--- src/rtl/mac_if_pkg.sv ---
// mac_if_pkg: shared widths, pipe word field positions and receive FSM encoding.
package mac_if_pkg;
  localparam int N        = 32;
  localparam int S        = N / 8;
  localparam int D        = N + S + 1;
  localparam int DEPTH    = 128;
  localparam int D_S      = 7;
  localparam int DATA_LSB = 0;
  localparam int KEEP_LSB = N;
  localparam int LAST_BIT = N + S;
  typedef enum logic [1:0] {SYNC, IDLE, RECV, DROP} state_e;
endpackage

--- src/rtl/rx_fifo_ram.sv ---
// rx_fifo_ram: simple dual-port storage with registered read data.
module rx_fifo_ram #(
  parameter int W     = mac_if_pkg::D,
  parameter int DEPTH = mac_if_pkg::DEPTH,
  parameter int A     = mac_if_pkg::D_S
) (
  input  logic         clk,
  input  logic         we,
  input  logic [A-1:0] waddr,
  input  logic [W-1:0] wdata,
  input  logic         re,
  input  logic [A-1:0] raddr,
  output logic [W-1:0] rdata
);
  logic [W-1:0] mem [DEPTH];
  always_ff @(posedge clk) begin
    if (we) mem[waddr] <= wdata;
    if (re) rdata <= mem[raddr];
  end
endmodule

--- src/rtl/rx_frame_fifo.sv ---
// rx_frame_fifo: store-and-forward AXIS receive buffer that drops bad or oversize frames.
// Define RX_FRAME_FIFO_STATS_EN to build the saturating drop_count counter.
module rx_frame_fifo #(
  parameter int N     = mac_if_pkg::N,
  parameter int S     = mac_if_pkg::S,
  parameter int D     = N + S + 1,
  parameter int DEPTH = mac_if_pkg::DEPTH,
  parameter int D_S   = mac_if_pkg::D_S
) (
  input  logic         clk,
  input  logic         reset,
  input  logic [N-1:0] rx_axis_tdata,
  input  logic [S-1:0] rx_axis_tkeep,
  input  logic         rx_axis_tvalid,
  input  logic         rx_axis_tlast,
  input  logic         rx_axis_tuser,
  output logic [D-1:0] write_pipe_data,
  output logic         write_pipe_req,
  input  logic         write_pipe_ack,
  output logic [15:0]  drop_count
);
  import mac_if_pkg::*;
  localparam int P = D_S + 1;
  state_e state_q, state_d;
  logic [P-1:0] wr_q, wr_d, cm_q, cm_d, rd_q, rd_d, fp_q, fp_d;
  logic [D-1:0] ram_rdata, data_q, data_d;
  logic full, we, re, load, ram_vld_q, ram_vld_d, req_q, req_d, xfer;
  assign full = (wr_q - rd_q) == P'(DEPTH);
  always_comb begin
    state_d = state_q;
    wr_d    = wr_q;
    cm_d    = cm_q;
    we      = 1'b0;
    if (rx_axis_tvalid) begin
      if (state_q == SYNC || state_q == DROP) begin
        state_d = rx_axis_tlast ? IDLE : state_q;
      end else if (full || (rx_axis_tlast && rx_axis_tuser)) begin
        wr_d    = cm_q;
        state_d = rx_axis_tlast ? IDLE : DROP;
      end else begin
        we      = 1'b1;
        wr_d    = wr_q + P'(1);
        cm_d    = rx_axis_tlast ? wr_q + P'(1) : cm_q;
        state_d = rx_axis_tlast ? IDLE : RECV;
      end
    end
  end
  // rd_q frees a slot only once the consumer takes the word; fp_q is the RAM fetch address
  assign xfer      = req_q && write_pipe_ack;
  assign load      = ram_vld_q && (!req_q || write_pipe_ack);
  assign re        = (cm_q != fp_q) && (!ram_vld_q || load);
  assign fp_d      = re ? fp_q + P'(1) : fp_q;
  assign rd_d      = xfer ? rd_q + P'(1) : rd_q;
  assign ram_vld_d = re || (ram_vld_q && !load);
  assign req_d     = load || (req_q && !write_pipe_ack);
  assign data_d    = load ? ram_rdata : data_q;
  always_ff @(posedge clk or posedge reset) begin
    if (reset) begin
      state_q   <= SYNC;
      wr_q      <= '0;
      cm_q      <= '0;
      rd_q      <= '0;
      fp_q      <= '0;
      ram_vld_q <= 1'b0;
      req_q     <= 1'b0;
      data_q    <= '0;
    end else begin
      state_q   <= state_d;
      wr_q      <= wr_d;
      cm_q      <= cm_d;
      rd_q      <= rd_d;
      fp_q      <= fp_d;
      ram_vld_q <= ram_vld_d;
      req_q     <= req_d;
      data_q    <= data_d;
    end
  end
  rx_fifo_ram #(.W(D), .DEPTH(DEPTH), .A(D_S)) u_ram (
    .clk   (clk),
    .we    (we),
    .waddr (wr_q[D_S-1:0]),
    .wdata ({rx_axis_tlast, rx_axis_tkeep, rx_axis_tdata}),
    .re    (re),
    .raddr (fp_q[D_S-1:0]),
    .rdata (ram_rdata)
  );
  assign write_pipe_req  = req_q;
  assign write_pipe_data = data_q;
`ifdef RX_FRAME_FIFO_STATS_EN
  logic drop;
  logic [15:0] cnt_q;
  assign drop = rx_axis_tvalid && (state_q == IDLE || state_q == RECV) &&
                (full || (rx_axis_tlast && rx_axis_tuser));
  always_ff @(posedge clk or posedge reset) begin
    if (reset) cnt_q <= '0;
    else if (drop && cnt_q != 16'hFFFF) cnt_q <= cnt_q + 16'd1;
  end
  assign drop_count = cnt_q;
`else
  assign drop_count = 16'h0;
`endif
endmodule

--- config.mk ---
export PLATFORM = sky130hd
export DESIGN_NAME = rx_frame_fifo
export DESIGN_NICKNAME = d
export VERILOG_FILES = /design/src/rtl/mac_if_pkg.sv /design/src/rtl/rx_fifo_ram.sv /design/src/rtl/rx_frame_fifo.sv
export SDC_FILE = /design/constraint.sdc
export NUM_CORES = 2
export LEC_CHECK = 0
export BUFFER_PORTS_ARGS = -buffer_cell sky130_fd_sc_hd__buf_4
export CAP_MARGIN = 20
export CORE_MARGIN = 5
export CORE_UTILIZATION = 45
export CTS_BUF_LIST = sky130_fd_sc_hd__clkbuf_16
export DETAILED_ROUTE_END_ITERATION = 8
export PLACE_DENSITY = 0.64
export SYNTH_ARGS = -nofsm -noshare
export SYNTH_HDL_FRONTEND = slang
export SYNTH_HIERARCHICAL = 1
export SYNTH_MEMORY_MAX_BITS = 65536
export SYNTH_SLANG_ARGS = --single-unit
--- constraint.sdc ---
create_clock -name clk -period 7.5 [get_ports clk]
set_input_delay 0.375 -clock clk [delete_from_list [all_inputs] [get_ports clk]]
set_output_delay 0.375 -clock clk [all_outputs]
set_load 0.02 [all_outputs]
==> impl_results.rst <==
.. list-table::
   :header-rows: 1

   * - Metric
     - Value
   * - Status
     - completed
   * - Vias/cell
     - 6.14
   * - Clock tree from TritonCTS
     - done
   * - Global router's overall resource usage
     - around a fifth
   * - Die Span X
     - 651 um
   * - Final Cycle Share
     - 78.1%
   * - Overall die height
     - 651 um
   * - Highest clock frequency the design can meet
     - around 0.17 GHz
   * - Post-synth ARST share
     - 1.51%
   * - Syn Std Cell Area
     - 185,000 um2
   * - Slowest stage cell on the critical path
     - sky130_fd_sc_hd__nor2_4
   * - Number of max-cap violations
     - 0
   * - DP Wirelength
     - roughly 280,000 um
   * - Overflow after GRT
     - 0
   * - Clock root buffer
     - sky130_fd_sc_hd__clkbuf_16
   * - Crit path max-delay family
     - simple AND/OR/NAND/NOR gates
   * - Number of storage elements in the synthesis netlist
     - between 4,000 and 5,000
   * - DRT Pass-1 Iters
     - 5
   * - I/O pin count
     - 96
   * - Setup Viol. Count Final
     - 0
   * - Category of the critical setup timing path
     - flip-flop to flip-flop
   * - Primary flip-flop cell chosen by synthesis mapping
     - sky130_fd_sc_hd__edfxtp_1
   * - Number of warnings printed during yosys synthesis
     - 6
   * - Launch instance of the worst min-delay path
     - rx_axis_tdata[15]
   * - Launching point of the worst reg2reg path
     - wr_q[1]$_DFFE_PP0P_
   * - Residual DRC count
     - 0
   * - Critical path's largest stage delay
     - 720 ps
   * - Worst-path cell chain
     - ha_1 -> nor2b_1 -> o211a_1 -> o311ai_1 -> a32o_1 -> o21ai_2 -> nor2_1 -> nor2b_1 -> nand2_1 -> buf_4 -> nor2_4 -> buf_4
   * - Number of hold-slack violations in the final timing report
     - 0
   * - Startpoint type of the worst setup path
     - flip-flop
   * - Data required, critical path
     - around 8200 ps
   * - Peak ir drop on the vdd network
     - 0.456 mV
   * - Number of port buffers
     - 79
   * - Area delta synth->final
     - 13.6%
   * - Detailed-route via count
     - 83,400
   * - Starting DRT DRC Count
     - 12,300
   * - Clock latency on the worst-skew pair
     - 980 ps
   * - Core area
     - 409,000 um2
   * - Unrepaired setup endpoints after global routing
     - false
   * - Placement row count
     - 235
   * - Slew of the pin with the lowest slew margin
     - around 1200 ps
   * - Clock skew after layout
     - 44.7 ps
   * - Launch point of the worst path
     - wr_q[1]$_DFFE_PP0P_
   * - Number of buffers inserted during clock tree synthesis
     - 470
   * - Crit end category
     - flip-flop
   * - Final WL
     - 453,000 um
   * - Routability cong.
     - 0.906
   * - Wire length per cell
     - 33.3 um
   * - Antenna violations before repair
     - about 60
   * - Wire length of the first global-routing pass
     - 641,000 um
   * - Antenna-violating nets left
     - 0
   * - Number of instances in the synthesized netlist
     - 7,218
   * - Minimum setup slack among reg-to-reg paths
     - 1640 ps
   * - Max clock buf depth
     - 4
   * - Pwr Total
     - about 77 mW
   * - CTS HTree Levels
     - 5
   * - Max Transition Viols Final
     - 0
   * - Fin util
     - 51.3%
   * - Worst hold path type
     - input port to flip-flop
   * - Cell area power density
     - 366 nW/um2
   * - Max Fanout on Critical Path
     - 29
   * - Largest net degree at the start of global routing
     - 134
   * - Netlist cell types
     - 54
   * - Initial Util
     - 45.1%
   * - Cell depth of the worst hold path
     - 1
   * - Via count of the first global-routing pass
     - 81,500
   * - Setup TNS Final
     - 0 ps
   * - Data arrival time at the worst-slack endpoint
     - 6530 ps
   * - Post-Synthesis Mean Instance Area
     - 25.6 um2
   * - EDFF count, synth
     - 4,773
   * - Buffers & Inverters on Critical Path
     - 2
   * - Sinks on the clock net
     - 4,846
   * - Max_slew headroom
     - a little under a quarter
   * - Proportion of layout cells with a drive suffix above 1
     - 34.2%
   * - Post-CTS clock slew at the launch and capture registers of the worst setup and hold paths
     - 70 ps
   * - Final critical delay including setup and external delays
     - between 5000 and 6000 ps
   * - Post-layout net count
     - 7,764
   * - Min-Delay Endpoint
     - u_ram/mem[7][15]$_DFFE_PP_
   * - Leakage power of the design
     - roughly 65 nW
   * - Worst reg2reg path depth
     - 12
   * - Part of the Yosys area used for sequential elements
     - 78.6%
   * - Endpoint of the most critical register-to-register path
     - u_ram/mem[44][31]$_DFFE_PP_
   * - Hold Worst Slack
     - 70.9 ps
   * - Total die area
     - ~420,000 um2
[what timing repair did]
| action | 4_1_cts | 5_1_grt |
|---|---|---|
| hold buffers | 37 | 1 |
| endpoints found under the hold margin | 755 | 23 |
| setup buffers | 0 | 0 |
| resized for setup | 0 | 0 |
[cell usage in the layout, fill, tap and decap left out, types with 5 or more instances in the layout]
cell | netlist | layout
sky130_fd_sc_hd__buf_16 | 0 | 6
sky130_fd_sc_hd__clkinv_4 | 0 | 6
sky130_fd_sc_hd__buf_4 | 17 | 277
sky130_fd_sc_hd__nor3_1 | 16 | 7
sky130_fd_sc_hd__clkbuf_16 | 0 | 472
sky130_fd_sc_hd__clkinv_16 | 0 | 5
sky130_fd_sc_hd__xnor2_1 | 25 | 25
sky130_fd_sc_hd__mux4_2 | 1554 | 1554
sky130_fd_sc_hd__bufinv_16 | 0 | 37
sky130_fd_sc_hd__inv_6 | 0 | 6
sky130_fd_sc_hd__o21ai_0 | 7 | 7
sky130_fd_sc_hd__dfrtp_1 | 73 | 66
sky130_fd_sc_hd__nor3_2 | 0 | 9
sky130_fd_sc_hd__conb_1 | 1 | 16
sky130_fd_sc_hd__nand2_1 | 31 | 30
sky130_fd_sc_hd__dfrtp_4 | 0 | 6
sky130_fd_sc_hd__diode_2 | 0 | 33
sky130_fd_sc_hd__clkinv_2 | 0 | 77
sky130_fd_sc_hd__nand4_1 | 8 | 8
sky130_fd_sc_hd__nand3_1 | 23 | 19
sky130_fd_sc_hd__dlygate4sd3_1 | 0 | 38
sky130_fd_sc_hd__ha_1 | 10 | 10
sky130_fd_sc_hd__nand2b_1 | 6 | 6
sky130_fd_sc_hd__mux2_2 | 84 | 84
sky130_fd_sc_hd__nor2_4 | 1 | 120
sky130_fd_sc_hd__xor2_1 | 6 | 6
sky130_fd_sc_hd__inv_16 | 0 | 9
sky130_fd_sc_hd__nor2b_1 | 10 | 10
sky130_fd_sc_hd__clkinvlp_4 | 0 | 11
sky130_fd_sc_hd__buf_12 | 0 | 70
sky130_fd_sc_hd__a21oi_1 | 11 | 10
sky130_fd_sc_hd__inv_1 | 12 | 133
sky130_fd_sc_hd__edfxtp_1 | 4773 | 4773
sky130_fd_sc_hd__clkinv_8 | 0 | 6
sky130_fd_sc_hd__clkinv_1 | 0 | 113
sky130_fd_sc_hd__nor2_1 | 139 | 20
[worst max-delay path by stage]
stage                                  end  slack, ps  depth (start not counted)
4_1_cts        u_ram/mem[44][31]$_DFFE_PP_       1720                         12
5_1_grt        u_ram/mem[44][31]$_DFFE_PP_       1330                         12
6_report       u_ram/mem[44][31]$_DFFE_PP_       1640                         12
2_1_floorplan   u_ram/mem[98][0]$_DFFE_PP_       1960                         11
3_5_place_dp   u_ram/mem[44][31]$_DFFE_PP_       1770                         12
3_3_place_gp   u_ram/mem[60][33]$_DFFE_PP_       1750                         11
[routing by layer]
layer / global-route usage [%] / part of all wire [%] / vias to the layer above
li1: - / - / 32600
met1: 33.7 / 42 / 45800
met2: 30.4 / 45 / 4472
met3: 4.16 / 11 / 504
met4: 4.48 / 2.2 / 8
met5: 0 / 0.011 / -
[metrics by stage]
stage                     area [um2]  cells  setup slack [ps]
after floorplan               185000   7233              1960
after global placement        194000  12600              1750
after detailed placement      194000  12600              1770
after CTS                     210000  13600              1720
after global routing          210000  13600              1330
final                         210000  13600              1640
[worst register-to-register path: stages, from the launching register on]
cell and delay, ps:
sky130_fd_sc_hd__dfrtp_1 660, sky130_fd_sc_hd__ha_1 350, sky130_fd_sc_hd__nor2b_1 160, sky130_fd_sc_hd__o211a_1 260, sky130_fd_sc_hd__o311ai_1 290, sky130_fd_sc_hd__a32o_1 490
sky130_fd_sc_hd__o21ai_2 220, sky130_fd_sc_hd__nor2_1 530, sky130_fd_sc_hd__nor2b_1 360, sky130_fd_sc_hd__nand2_1 680, sky130_fd_sc_hd__buf_4 500, sky130_fd_sc_hd__nor2_4 730
sky130_fd_sc_hd__buf_4 320
[power by group]
group          internal (mW)  switching [mW]
Combinational           10.0            13.2
Clock                   12.7            9.94
Sequential              30.3           0.656
[area by class of cell]
class / count / area [um2]
Antenna cell: 33 / 82.6
Clock buffer: 472 / 11800
Clock inverter: 392 / 2990
Fill cell: 31100 / 199000
Inverter: 12 / 47.5
Multi-Input combinational cell: 1989 / 38800
Sequential cell: 4846 / 145000
Tap cell: 5451 / 6820
Timing Repair Buffer: 393 / 4050
[kinds of logic (layout without fill, tap and decap cells)]
kind of cell / after synthesis / after routing / share of synthesized area [%]
mux: 1640 / 1640 / 19.5
fa+ha+maj: 10 / 10 / 0.0678
flops: 4846 / 4846 / 78.6
simple gates: 248 / 248 / 0.613
buf+inv: 398 / 1269 / 0.911
compound gates: 44 / 44 / 0.171
other cells: 1 / 49 / 0.00203
xor+xnor: 31 / 31 / 0.147
[cell usage after synthesis, types with 2 or more instances]
cell type | instances | area, um2
sky130_fd_sc_hd__a311oi_1 | 2 | 17.5
sky130_fd_sc_hd__nor2b_1 | 10 | 62.6
sky130_fd_sc_hd__edfxtp_1 | 4773 | 143000
sky130_fd_sc_hd__xor2_1 | 6 | 52.6
sky130_fd_sc_hd__o311ai_0 | 4 | 35.0
sky130_fd_sc_hd__nor3_1 | 16 | 80.1
sky130_fd_sc_hd__a32oi_1 | 2 | 17.5
sky130_fd_sc_hd__dfrtp_1 | 73 | 1830
sky130_fd_sc_hd__ha_1 | 10 | 125
sky130_fd_sc_hd__buf_1 | 58 | 218
sky130_fd_sc_hd__mux2_2 | 84 | 946
sky130_fd_sc_hd__clkbuf_1 | 222 | 833
sky130_fd_sc_hd__nand2b_1 | 6 | 37.5
sky130_fd_sc_hd__xnor2_1 | 25 | 219
sky130_fd_sc_hd__nor2_1 | 139 | 522
sky130_fd_sc_hd__and2_1 | 3 | 18.8
sky130_fd_sc_hd__or3_1 | 3 | 18.8
sky130_fd_sc_hd__o21ai_0 | 7 | 35.0
sky130_fd_sc_hd__mux2i_1 | 2 | 20.0
sky130_fd_sc_hd__nand3_1 | 23 | 115
sky130_fd_sc_hd__a21oi_1 | 11 | 55.1
sky130_fd_sc_hd__inv_1 | 12 | 45.0
sky130_fd_sc_hd__buf_6 | 2 | 22.5
sky130_fd_sc_hd__a31oi_1 | 2 | 12.5
sky130_fd_sc_hd__buf_2 | 87 | 435
sky130_fd_sc_hd__nand2_1 | 31 | 116
sky130_fd_sc_hd__mux4_2 | 1554 | 35000
sky130_fd_sc_hd__a211oi_1 | 2 | 15.0
sky130_fd_sc_hd__buf_4 | 17 | 128
sky130_fd_sc_hd__nand4_1 | 8 | 50.1
[sequential cells by signal, summed over array words and instances (netlist names)]
signal	count
ram_vld_q	1
state_q	2
rd_q	8
wr_q	8
u_ram/mem	4736
write_pipe_req	1
u_ram/rdata	37
write_pipe_data	37
cm_q	8
fp_q	8
No activity file was read; power rests on OpenSTA's default activity.
